$ cat config.mk
export PLATFORM = sky130hd
export DESIGN_NAME = inst_fetch
export DESIGN_NICKNAME = d
export VERILOG_FILES = /design/src/rtl/k423_if_pkg.sv /design/src/rtl/fetch_queue.sv /design/src/rtl/inst_fetch.sv
export SDC_FILE = /design/constraint.sdc
export NUM_CORES = 1
export LEC_CHECK = 0
export BUFFER_PORTS_ARGS = -buffer_cell sky130_fd_sc_hd__buf_2
export CAP_MARGIN = 25
export CORE_UTILIZATION = 35
export DETAILED_ROUTE_END_ITERATION = 7
export HOLD_SLACK_MARGIN = 0.06
export PLACE_DENSITY = 0.52
export SYNTH_ARGS = -nofsm -noshare
export SYNTH_HDL_FRONTEND = slang
export SYNTH_HIERARCHICAL = 1
export SYNTH_SLANG_ARGS = --single-unit
$ cat constraint.sdc
create_clock -name clk_i -period 3.3 [get_ports clk_i]
set_input_delay 0.66 -clock clk_i [delete_from_list [all_inputs] [get_ports clk_i]]
set_output_delay 0.66 -clock clk_i [all_outputs]
set_load 0.01 [all_outputs]
$ cat src/rtl/k423_if_pkg.sv
`default_nettype none
// ============================================================================
// Module      : k423_if_pkg
// Description : Shared constants and the fetch-entry type for instruction fetch.
// Revision    : 1.0 - initial release
// ============================================================================
package k423_if_pkg;

    localparam int          INST_BYTES   = 4;
    localparam int          FETCH_QDEPTH = 2;
    localparam logic [31:0] NOP_INST     = 32'h0000_0013;

    typedef struct packed {
        logic [31:0] pc;
        logic [31:0] inst;
    } fetch_entry_t;

endpackage
`default_nettype wire

$ cat src/rtl/fetch_queue.sv
`default_nettype none
// ============================================================================
// Module      : fetch_queue
// Description : Two-entry FIFO for fetched instructions; flush beats push.
// Revision    : 1.0 - initial release
// ============================================================================
module fetch_queue
    import k423_if_pkg::*;
#(
    parameter int WIDTH = 64
) (
    input  logic             clk_i,
    input  logic             rst_n_i,
    input  logic             i_push,
    input  logic             i_pop,
    input  logic             i_flush,
    input  logic [WIDTH-1:0] i_data,
    output logic [1:0]       o_count,
    output logic [WIDTH-1:0] o_head,
    output logic             o_not_empty
);

    logic [WIDTH-1:0] r_mem [FETCH_QDEPTH];
    logic             r_rd_ptr;
    logic             r_wr_ptr;
    logic [1:0]       r_count;
    logic             w_pop;

    assign o_not_empty = (r_count != 2'd0);
    assign w_pop       = i_pop & o_not_empty;
    assign o_count     = r_count;
    assign o_head      = r_mem[r_rd_ptr];

    always_ff @(posedge clk_i or negedge rst_n_i) begin
        if (!rst_n_i) begin
            r_mem[0] <= '0;
            r_mem[1] <= '0;
            r_rd_ptr <= 1'b0;
            r_wr_ptr <= 1'b0;
            r_count  <= 2'd0;
        end else if (i_flush) begin
            r_rd_ptr <= 1'b0;
            r_wr_ptr <= 1'b0;
            r_count  <= 2'd0;
        end else begin
            if (i_push) begin
                r_mem[r_wr_ptr] <= i_data;
                r_wr_ptr        <= ~r_wr_ptr;
            end
            if (w_pop) begin
                r_rd_ptr <= ~r_rd_ptr;
            end
            r_count <= r_count + 2'(i_push) - 2'(w_pop);
        end
    end

    // The fetch credit scheme must never let a push land on a full queue.
    always_ff @(posedge clk_i) begin
        if (rst_n_i && i_push && !i_flush && !w_pop) begin
            assert (r_count < 2'(FETCH_QDEPTH));
        end
    end

endmodule
`default_nettype wire

$ cat src/rtl/inst_fetch.sv
`default_nettype none
// ============================================================================
// Module      : inst_fetch
// Description : Sequential instruction fetcher with redirect and 2-deep queue.
// Revision    : 1.0 - initial release
// ============================================================================
module inst_fetch
    import k423_if_pkg::*;
#(
    parameter int                    ADDR_WIDTH = 32,
    parameter int                    DATA_WIDTH = 32,
    parameter logic [ADDR_WIDTH-1:0] RESET_PC   = '0
) (
    input  logic                  clk_i,
    input  logic                  rst_n_i,
    input  logic                  fetch_en_i,
    output logic                  mem_en_o,
    output logic                  mem_we_o,
    output logic [ADDR_WIDTH-1:0] mem_addr_o,
    output logic [DATA_WIDTH-1:0] mem_wdata_o,
    input  logic [DATA_WIDTH-1:0] mem_rdata_i,
    input  logic                  redirect_i,
    input  logic [ADDR_WIDTH-1:0] redirect_pc_i,
    output logic                  if_valid_o,
    input  logic                  if_ready_i,
    output logic [DATA_WIDTH-1:0] if_inst_o,
    output logic [ADDR_WIDTH-1:0] if_pc_o
);

    localparam logic [ADDR_WIDTH-1:0] c_ALIGN_MASK = ~ADDR_WIDTH'(INST_BYTES - 1);

    logic [ADDR_WIDTH-1:0]            r_pc;
    logic                             r_inflight;
    logic [ADDR_WIDTH-1:0]            r_inflight_pc;
    logic [1:0]                       w_count;
    logic [ADDR_WIDTH+DATA_WIDTH-1:0] w_head;
    logic                             w_pop;
    logic                             w_push;
    logic                             w_credit;

    assign w_pop    = if_valid_o & if_ready_i;
    assign w_credit = (3'(w_count) + 3'(r_inflight)) < 3'(FETCH_QDEPTH);
    assign w_push   = r_inflight & ~redirect_i;

    // Reset gates issue directly so the request drops the moment reset asserts.
    assign mem_en_o    = rst_n_i & fetch_en_i & ~redirect_i & (w_credit | w_pop);
    assign mem_we_o    = 1'b0;
    assign mem_wdata_o = '0;
    assign mem_addr_o  = r_pc;

    assign {if_pc_o, if_inst_o} = w_head;

    always_ff @(posedge clk_i or negedge rst_n_i) begin
        if (!rst_n_i) begin
            r_pc          <= RESET_PC;
            r_inflight    <= 1'b0;
            r_inflight_pc <= '0;
        end else if (redirect_i) begin
            r_pc       <= redirect_pc_i & c_ALIGN_MASK;
            r_inflight <= 1'b0;
        end else if (mem_en_o) begin
            r_pc          <= r_pc + ADDR_WIDTH'(INST_BYTES);
            r_inflight    <= 1'b1;
            r_inflight_pc <= r_pc;
        end else begin
            r_inflight <= 1'b0;
        end
    end

    fetch_queue #(
        .WIDTH (ADDR_WIDTH + DATA_WIDTH)
    ) u_queue (
        .clk_i       (clk_i),
        .rst_n_i     (rst_n_i),
        .i_push      (w_push),
        .i_pop       (w_pop),
        .i_flush     (redirect_i),
        .i_data      ({r_inflight_pc, mem_rdata_i}),
        .o_count     (w_count),
        .o_head      (w_head),
        .o_not_empty (if_valid_o)
    );

endmodule
`default_nettype wire

Word-level counts from Yosys, hierarchy flattened
Cells that the tools add are included.
- bits in registers: 197
- add/subtract/negate cells: 4
- order comparisons: 4
- multiplexer cells: 15
- bitwise gates (word level): 12
- reduce and logical (&&, ||, !) cells: 7
- operators with widths (cell ; count):
    2-to-1 mux 64 bit ; 4
    bitwise mux 128 bit ; 1
    demux 64 bit (select 1 bit) ; 1
    2-to-1 mux 32 bit ; 2
    adder 32 x 3 -> 32 bit (second input constant) ; 1
    nonzero test 2 bit ; 4
    bitwise AND 1 bit ; 6
    2-to-1 mux 1 bit ; 6
    greater-or-equal comparator 2 bit (second input constant) ; 2
    NOT 1 -> 2 bit ; 2
    AND reduction 2 bit ; 2
    adder 2 x 1 -> 3 bit ; 1
    less-than comparator 3 x 2 -> 1 bit (second input constant) ; 1
    NOT 1 bit ; 3
    adder 2 x 1 -> 2 bit ; 1
    less-than comparator 2 x 1 -> 1 bit (second input constant) ; 1
    2-to-1 mux 2 bit ; 1
    subtractor 2 x 1 -> 2 bit ; 1
    logical AND 1 bit ; 1
    OR 1 bit ; 1

Depth between registers and ports, before layout
Gate-level depths: netlist (run 1).
- depth in word-level cells: 6
- mapped depth: 9
- gate-level depth less buffers: 8

Hierarchy
The synthesis (run 1) kept the hierarchy.
- by module, submodules not included (module ; times used ; cells each ; area an instance (um2)):
    fetch_queue ; 1 ; 361 ; 6073.3
    inst_fetch ; 1 ; 303 ; 3173.0

Worst setup path before layout (run 1)
OpenSTA, ideal clock, no wires.
- path kind: input to output
- from: input if_ready_i
- to: output mem_en_o
- data arrival time: 1.815 ns
- required time: 2.640 ns
- path slack: 0.825 ns
- stages: 5
- path buffers: 2
- cells stage by stage: and2_0 clkbuf_1 nor2_1 nor3_1 clkbuf_1
- longest elaborated chain between the ends: 3
- ends and longest elaborated chain (element ; line ; source):
    start: declaration ; inst_fetch.sv:25 ; input logic if_ready_i,
    bitwise AND 1 bit ; inst_fetch.sv:41 ; assign w_pop = if_valid_o & if_ready_i;
    via w_pop ; inst_fetch.sv:37 ; logic w_pop;
    OR 1 bit ; inst_fetch.sv:46 ; assign mem_en_o = rst_n_i & fetch_en_i & ~redirect_i & (w_credit | w_pop);
    bitwise AND 1 bit ; inst_fetch.sv:46 ;
    end: declaration ; inst_fetch.sv:17 ; output logic mem_en_o,
The timed path passes the listed nets, and every way through them passes these cells.

Final worst setup path (run 1)
- from: register u_queue.r_count[1] (netlist: u_queue/o_count[1])
- to: output mem_en_o
- longest elaborated chain between the ends: 4
- ends and longest elaborated chain (element ; line ; source):
    start: declaration ; fetch_queue.sv:26 ; logic [1:0] r_count;
    start signal: assignment ; fetch_queue.sv:53 ; r_count <= r_count + 2'(i_push) - 2'(w_pop);
    adder 2 x 1 -> 3 bit / nonzero test 2 bit (equally long branches) ; inst_fetch.sv:42, fetch_queue.sv:29 ;
    less-than comparator 3 x 2 -> 1 bit / bitwise AND 1 bit (equally long branches) ; inst_fetch.sv:42, inst_fetch.sv:41 ;
    OR 1 bit * ; inst_fetch.sv:46 ;
    bitwise AND 1 bit * ; inst_fetch.sv:46 ;
Mark *: on every way between the ends. The rest lies on a longest branch, timed or not.

==> key figures, run 1 <==
CTS
  • H-tree levels: 4
  • CTS tree: yes
  • Clk sinks: 193
  • Clk slew on worst S/H paths: 0.07 ns
  • Post-CTS Setup Repair Bufs: 0
  • Clock Tree Buf Depth: 2
  • Root cell of the clock tree: clkbuf_16
  • Clk_lat worst skew: ~0.43 ns
  • CTS Hold Bufs: 0
  • Post-CTS Resized: 0
  • Number of CTS-inserted buffers: 17

Synth
  • Ys Warns: 6
  • Syn Area/Cell: around 14 sq um
  • Seq/Total Area, Yosys: 0.522
  • Yosys top cell by area: dfrtp_1
  • Synth area leaders: dfrtp_1, mux2_2, mux2_4
  • Synthesized flop and latch total: 193
  • Yosys cell types: 44
  • Netlist Area Pre-Place: 9250 sq um
  • Top cell type's share of synthesized area: 0.522
  • Cells after synthesis: 664

Route
  • Iter 0 DRT Violations: 310
  • Via count: 5548
  • Drc violations: 4
  • DRT antenna net count: 0
  • Routed Wire Length: 20400 um
  • Vias/cell: 4.73
  • DR pass1 iterations: 8
  • Post-DR wirelength/cell: 17.4 um

Timing
  • RSZ-0062 raised after global routing: false
  • Worst slew margin: 0.390
  • Final Skew: 0.0158 ns
  • Final Hold Fails: 0
  • Actual slew at the worst max-slew pin: 0.914 ns
  • Setup TNS: 0 ns
  • Final setup vio count: 0
  • Period utilization: 0.894
  • Fmax: 339 MHz
  • Min Tclk post-route: 2.95 ns
  • Hold WS: 0.103 ns
  • Final Max Slew Viols: 0

Run
  • MaxCap Viol Count: 0

Global routing
  • Vias in the first global route: 5591
  • Largest net degree at the start of global routing: 168
  • Initial antenna violation count: 0
  • First-pass GRT wire length: about 32000 um
  • Gr ovfl total: 0
  • Total track usage: 0.154

Worst setup path
  • Setup crit end kind: output port
  • Critical-path top delay cell: nor2_1
  • Critical Path RT: between 2 and 3 ns
  • Reg2reg path depth: 6
  • Crit path kind: flip-flop to output port
  • Worst path cell trace: or2_2 -> and2_0 -> nor2_1 -> nor3_2 -> buf_2
  • CP Launch Type: flip-flop
  • Max incr delay on CP: 0.57 ns
  • Crit-path max FO: 8
  • R2R Setup Slk: about 0.88 ns
  • Reg2reg end: mem_addr_o[14]$_DFFE_PN0P_
  • Reg-to-Reg Start: u_queue/o_count[1]$_DFF_PN0_
  • Arr. time, crit path: 2.29 ns

Finish
  • Final core utilization: 0.416
  • Commonest non-fill, non-tap cells in the layout: dfrtp_1, mux2_2, buf_2
  • Commonest non-fill, non-tap cell in the layout: dfrtp_1
  • Non-Filler Instances: roughly 1200
  • Nets: 899
  • Design area: between 10000 and 15000 sq um
  • Layout cells sized above 1: 0.519
  • Fillcell total: 2486
  • Area Growth Syn to Fin: 16.8%

Floorplan
  • Core Rows: between 50 and 60
  • Num ports: 200
  • DIE WIDTH: 165 um
  • Core Box Area: 26000 sq um
  • Die height: ~160 um
  • Starting density of the core: 0.356
  • Die area: 27100 sq um

Placement
  • Post-DP Area: 10200 sq um
  • HPWL after DPL: between 10000 and 15000 um
  • IO Port Bufs: 162
  • Dpl cells: 1142
  • GPL Wtd Cong: 0.730

Power
  • Pwr Density: 580 nW/um^2
  • Leakage Power: 5.26 nW
  • Peak VDD IR: 0.332 mV

Status
  • Failing checks: DRC
  • Status: complete, but fails checks

Hold path
  • HP Class: input port to asynchronous set/reset pin
[layer usage]
metal,global-route usage,part of all wire
met2,0.235,0.44
met3,0.0321,0.046
met4,0.0534,0.017
met1,0.217,0.49
met5,0,0
[synthesized netlist by cell type (all sizes together)]
cell     number
buf          56
nor2b         1
ha            3
a22oi         1
o2111ai       1
xnor2        20
mux2i         1
nand3         7
o21ai        26
dfrtp       193
xnor3         1
a21oi         1
o21a          2
inv          10
nand2        35
or3           2
o211ai        1
nor4         11
mux2        227
nor3         11
or4           4
and2b         2
nor3b         1
and2          2
clkbuf       11
nand4         9
nor2          8
nor4b         1
and4          4
or2           1
conb          1
xor2          8
nand3b        1
a31oi         1
[worst max-delay path: cells and delay by family, from the launching register on]
family / cells / cell delay [ns]
AND/OR/NAND/NOR: 4 / 1.28
flip-flops: 1 / 0.41
buffers and inverters: 1 / 0.18
[final cells by class]
type                    instances  area, sq um  share of cell area
inverters                      10         37.5             0.00348
diodes                          1         2.50            0.000232
repair buffers                173          985              0.0912
clock buffers                  19          433              0.0401
clock inverters                11          108             0.00996
flip-flops and latches        193         4830               0.447
multi-input cells             432         3980               0.369
well taps                     335          419              0.0388
[power breakdown]
| part | switching [mW] | internal [mW] |
|---|---|---|
| logic | 0.555 | 0.709 |
| registers | 0.261 | 2.76 |
| clock network | 0.934 | 1.04 |
[state kept, by name, summed over array words and instances (netlist names)]
| register | flops |
|---|---|
| u_queue/r_wr_ptr | 1 |
| r_inflight | 1 |
| u_queue/r_mem | 128 |
| mem_addr_o | 30 |
| r_inflight_pc | 30 |
| u_queue/o_count | 2 |
| u_queue/r_rd_ptr | 1 |
[cells by family after synthesis]
family | after synthesis | share of synthesized area
AO/OA/AOI/OAI | 33 | 0.0195
XOR/XNOR | 29 | 0.0290
adder cells (fa/ha/maj) | 3 | 0.00406
buffers and inverters | 77 | 0.0635
flip-flops | 193 | 0.522
multiplexers | 228 | 0.302
other | 1 | 0.000406
AND/OR/NAND/NOR | 100 | 0.0594
[worst max-delay path by stage]
stage | from | endpoint | slack, ns | cells past startpoint
3_5_place_dp | rst_n_i | mem_addr_o[31]$_DFFE_PN0P_ | 0.74 | 6
6_report | u_queue/o_count[1]$_DFF_PN0_ | mem_en_o | 0.35 | 5
2_1_floorplan | if_ready_i | mem_en_o | 0.83 | 5
4_1_cts | u_queue/o_count[1]$_DFF_PN0_ | mem_en_o | 0.35 | 5
5_1_grt | u_queue/o_count[1]$_DFF_PN0_ | mem_en_o | 0.22 | 5
3_3_place_gp | rst_n_i | mem_addr_o[31]$_DFFE_PN0P_ | 0.73 | 6
[per-stage QoR]
step / setup slack [ns] / power (mW)
3_5_place_dp: 0.740 / 4.35
3_3_place_gp: 0.732 / 4.33
4_1_cts: 0.347 / 6.37
5_1_grt: 0.217 / 6.64
6_report: 0.351 / 6.26
2_1_floorplan: 0.825 / 3.84
Power figures use the tool's default switching activity.
==> run 2: changes to the inputs <==
==> constraint.sdc (replaced) <==
create_clock -name clk_i -period 3.3 [get_ports clk_i]
set_input_delay 0.66 -clock clk_i [delete_from_list [all_inputs] [get_ports clk_i]]
set_output_delay 0.66 -clock clk_i [all_outputs]
set_load 0.02 [all_outputs]
==> key figures, run 2 (synthesized netlist as in run 1, its figures left out) <==
Status
  • Status: finished, final reports clean

Floorplan
  • Die height: about 160 um
  • DIE WIDTH: 165 um
  • Core Box Area: 26000 sq um
  • Num ports: 200
  • Core Rows: slightly below 60
  • Starting density of the core: 0.356
  • Die area: 27100 sq um

Route
  • Post-DR wirelength/cell: 17.1 um
  • Iter 0 DRT Violations: 279
  • Routed Wire Length: 20100 um
  • Vias/cell: 4.68
  • Drc violations: 0
  • DR pass1 iterations: 5
  • DRT antenna net count: 0
  • Via count: 5504

Worst setup path
  • Crit-path max FO: 8
  • Setup crit end kind: output port
  • Critical Path RT: 2.64 ns
  • Buffers & Inverters on Critical Path: 1
  • Critical-path top delay cell: nor2_1
  • Critical path's top delay family: simple AND/OR/NAND/NOR gates
  • CP Launch Type: flip-flop
  • Worst path cell trace: or2_2 -> and2_0 -> nor2_1 -> nor3_2 -> buf_2
  • Crit path kind: flip-flop to output port
  • Max incr delay on CP: between 0.5 and 0.6 ns
  • Arr. time, crit path: 2.28 ns

Timing
  • Final Skew: about 0.01 ns
  • Final Max Slew Viols: 0
  • Setup TNS: 0 ns
  • Actual slew at the worst max-slew pin: 0.906 ns
  • Final Hold Fails: 0
  • Hold WS: approximately 0.11 ns
  • RSZ-0062 raised after global routing: false
  • Min Tclk post-route: 2.94 ns
  • Period utilization: 0.890
  • Worst slew margin: 0.396
  • Fmax: 341 MHz
  • Final setup vio count: 0

Run
  • MaxCap Viol Count: 0

CTS
  • Clock Tree Buf Depth: 2
  • Clk slew on worst S/H paths: approximately 0.08 ns
  • Post-CTS Resized: 0
  • CTS tree: yes
  • H-tree levels: 4
  • Number of CTS-inserted buffers: 17
  • Clk_lat worst skew: 0.43 ns
  • CTS Hold Bufs: 0
  • Clk sinks: 193
  • Post-CTS Setup Repair Bufs: 0
  • Root cell of the clock tree: clkbuf_16

Placement
  • Post-DP Area: a little over 10000 sq um
  • GPL Wtd Cong: 0.729
  • IO Port Bufs: 162
  • HPWL after DPL: between 10000 and 15000 um

Finish
  • Design area: 10900 sq um
  • ANT cells: 0
  • Layout cells sized above 1: 0.523
  • Fillcell total: 2475
  • Top reg by flops: u_queue/r_mem
  • Max reg flops: roughly 130
  • Commonest non-fill, non-tap cell in the layout: dfrtp_1
  • Area Growth Syn to Fin: 17.8%
  • Nets: 900
  • Commonest non-fill, non-tap cells in the layout: dfrtp_1, mux2_2, buf_2

Power
  • Pwr Density: 614 nW/um^2
  • Peak VDD IR: 0.415 mV
  • Total power: 6.69 mW
  • Leakage Power: 5.31 nW

Global routing
  • Gr ovfl total: 0
  • Initial antenna violation count: 0
  • First-pass GRT wire length: 31300 um
  • Largest net degree at the start of global routing: around 170
  • Total track usage: 0.153
  • Vias in the first global route: between 5000 and 6000

Hold path
  • HP Class: input port to asynchronous set/reset pin
## run 2: cell types whose count changed in the layout (fill, tap and decap cells not counted), sizes merged
| cell | delta |
|---|---|
| buf | +1 |
| bufinv | +1 |
| clkinv | -1 |
| diode | -1 |
| inv | +2 |
## run 2: layout make-up
cell class | instances | area [sq um] | area share
Clock buffer | 19 | 453 | 0.0416
Clock inverter | 13 | 169 | 0.0155
Tap cell | 335 | 419 | 0.0385
Inverter | 10 | 37.5 | 0.00345
Multi-Input combinational cell | 432 | 3980 | 0.366
Sequential cell | 193 | 4830 | 0.444
Timing Repair Buffer | 174 | 992 | 0.0911
## run 2: layer usage
layer	share of wire	up-vias	GRT usage	wire (um)
li1	-	2609	-	-
met1	0.49	2732	0.213	9770
met2	0.46	155	0.240	9210
met3	0.049	8	0.0377	975
met4	0.0073	0	0.0363	147
met5	0	-	0	0
## run 2: stage by stage
step	setup slack (ns)	std cells	util
CTS	0.327	1175	0.418
detailed placement	0.703	1143	0.394
global placement	0.709	1143	0.394
finish	0.364	1176	0.419
floorplan	0.746	702	-
global route	0.176	1176	0.419
## run 2: worst register-to-register path, stage by stage (launching register included)
cell and delay [ns]:
dfrtp_1 0.42, or2_2 0.31, and2_0 0.27, o2111ai_1 0.76, nor3_1 0.13, xor2_1 0.18, mux2_2 0.27
## run 2: worst paths after layout
| path | start | end | slack, ns | cells after the start |
|---|---|---|---|---|
| worst max-delay path | u_queue/o_count[1]$_DFF_PN0_ | mem_en_o | 0.36 | 5 |
| worst min-delay path | rst_n_i | mem_addr_o[27]$_DFFE_PN0P_ | 0.11 | 1 |
| worst max register to register | u_queue/o_count[1]$_DFF_PN0_ | mem_addr_o[14]$_DFFE_PN0P_ | 0.87 | 6 |
| worst min register to register | u_queue/r_mem[116]$_DFFE_PN0P_ | u_queue/r_mem[116]$_DFFE_PN0P_ | 0.48 | 1 |
| max in group asynchronous | rst_n_i | u_queue/r_rd_ptr$_DFFE_PN0P_ | 1.96 | 2 |
| min in group clk_i | redirect_pc_i[5] | mem_addr_o[5]$_DFFE_PN0P_ | 0.43 | 3 |
## run 2: where the power goes
group          internal [mW]  leakage [nW]  switching [mW]
clock                   1.19         0.299           0.985
combinational          0.712          2.53           0.782
sequential              2.76          2.48           0.262
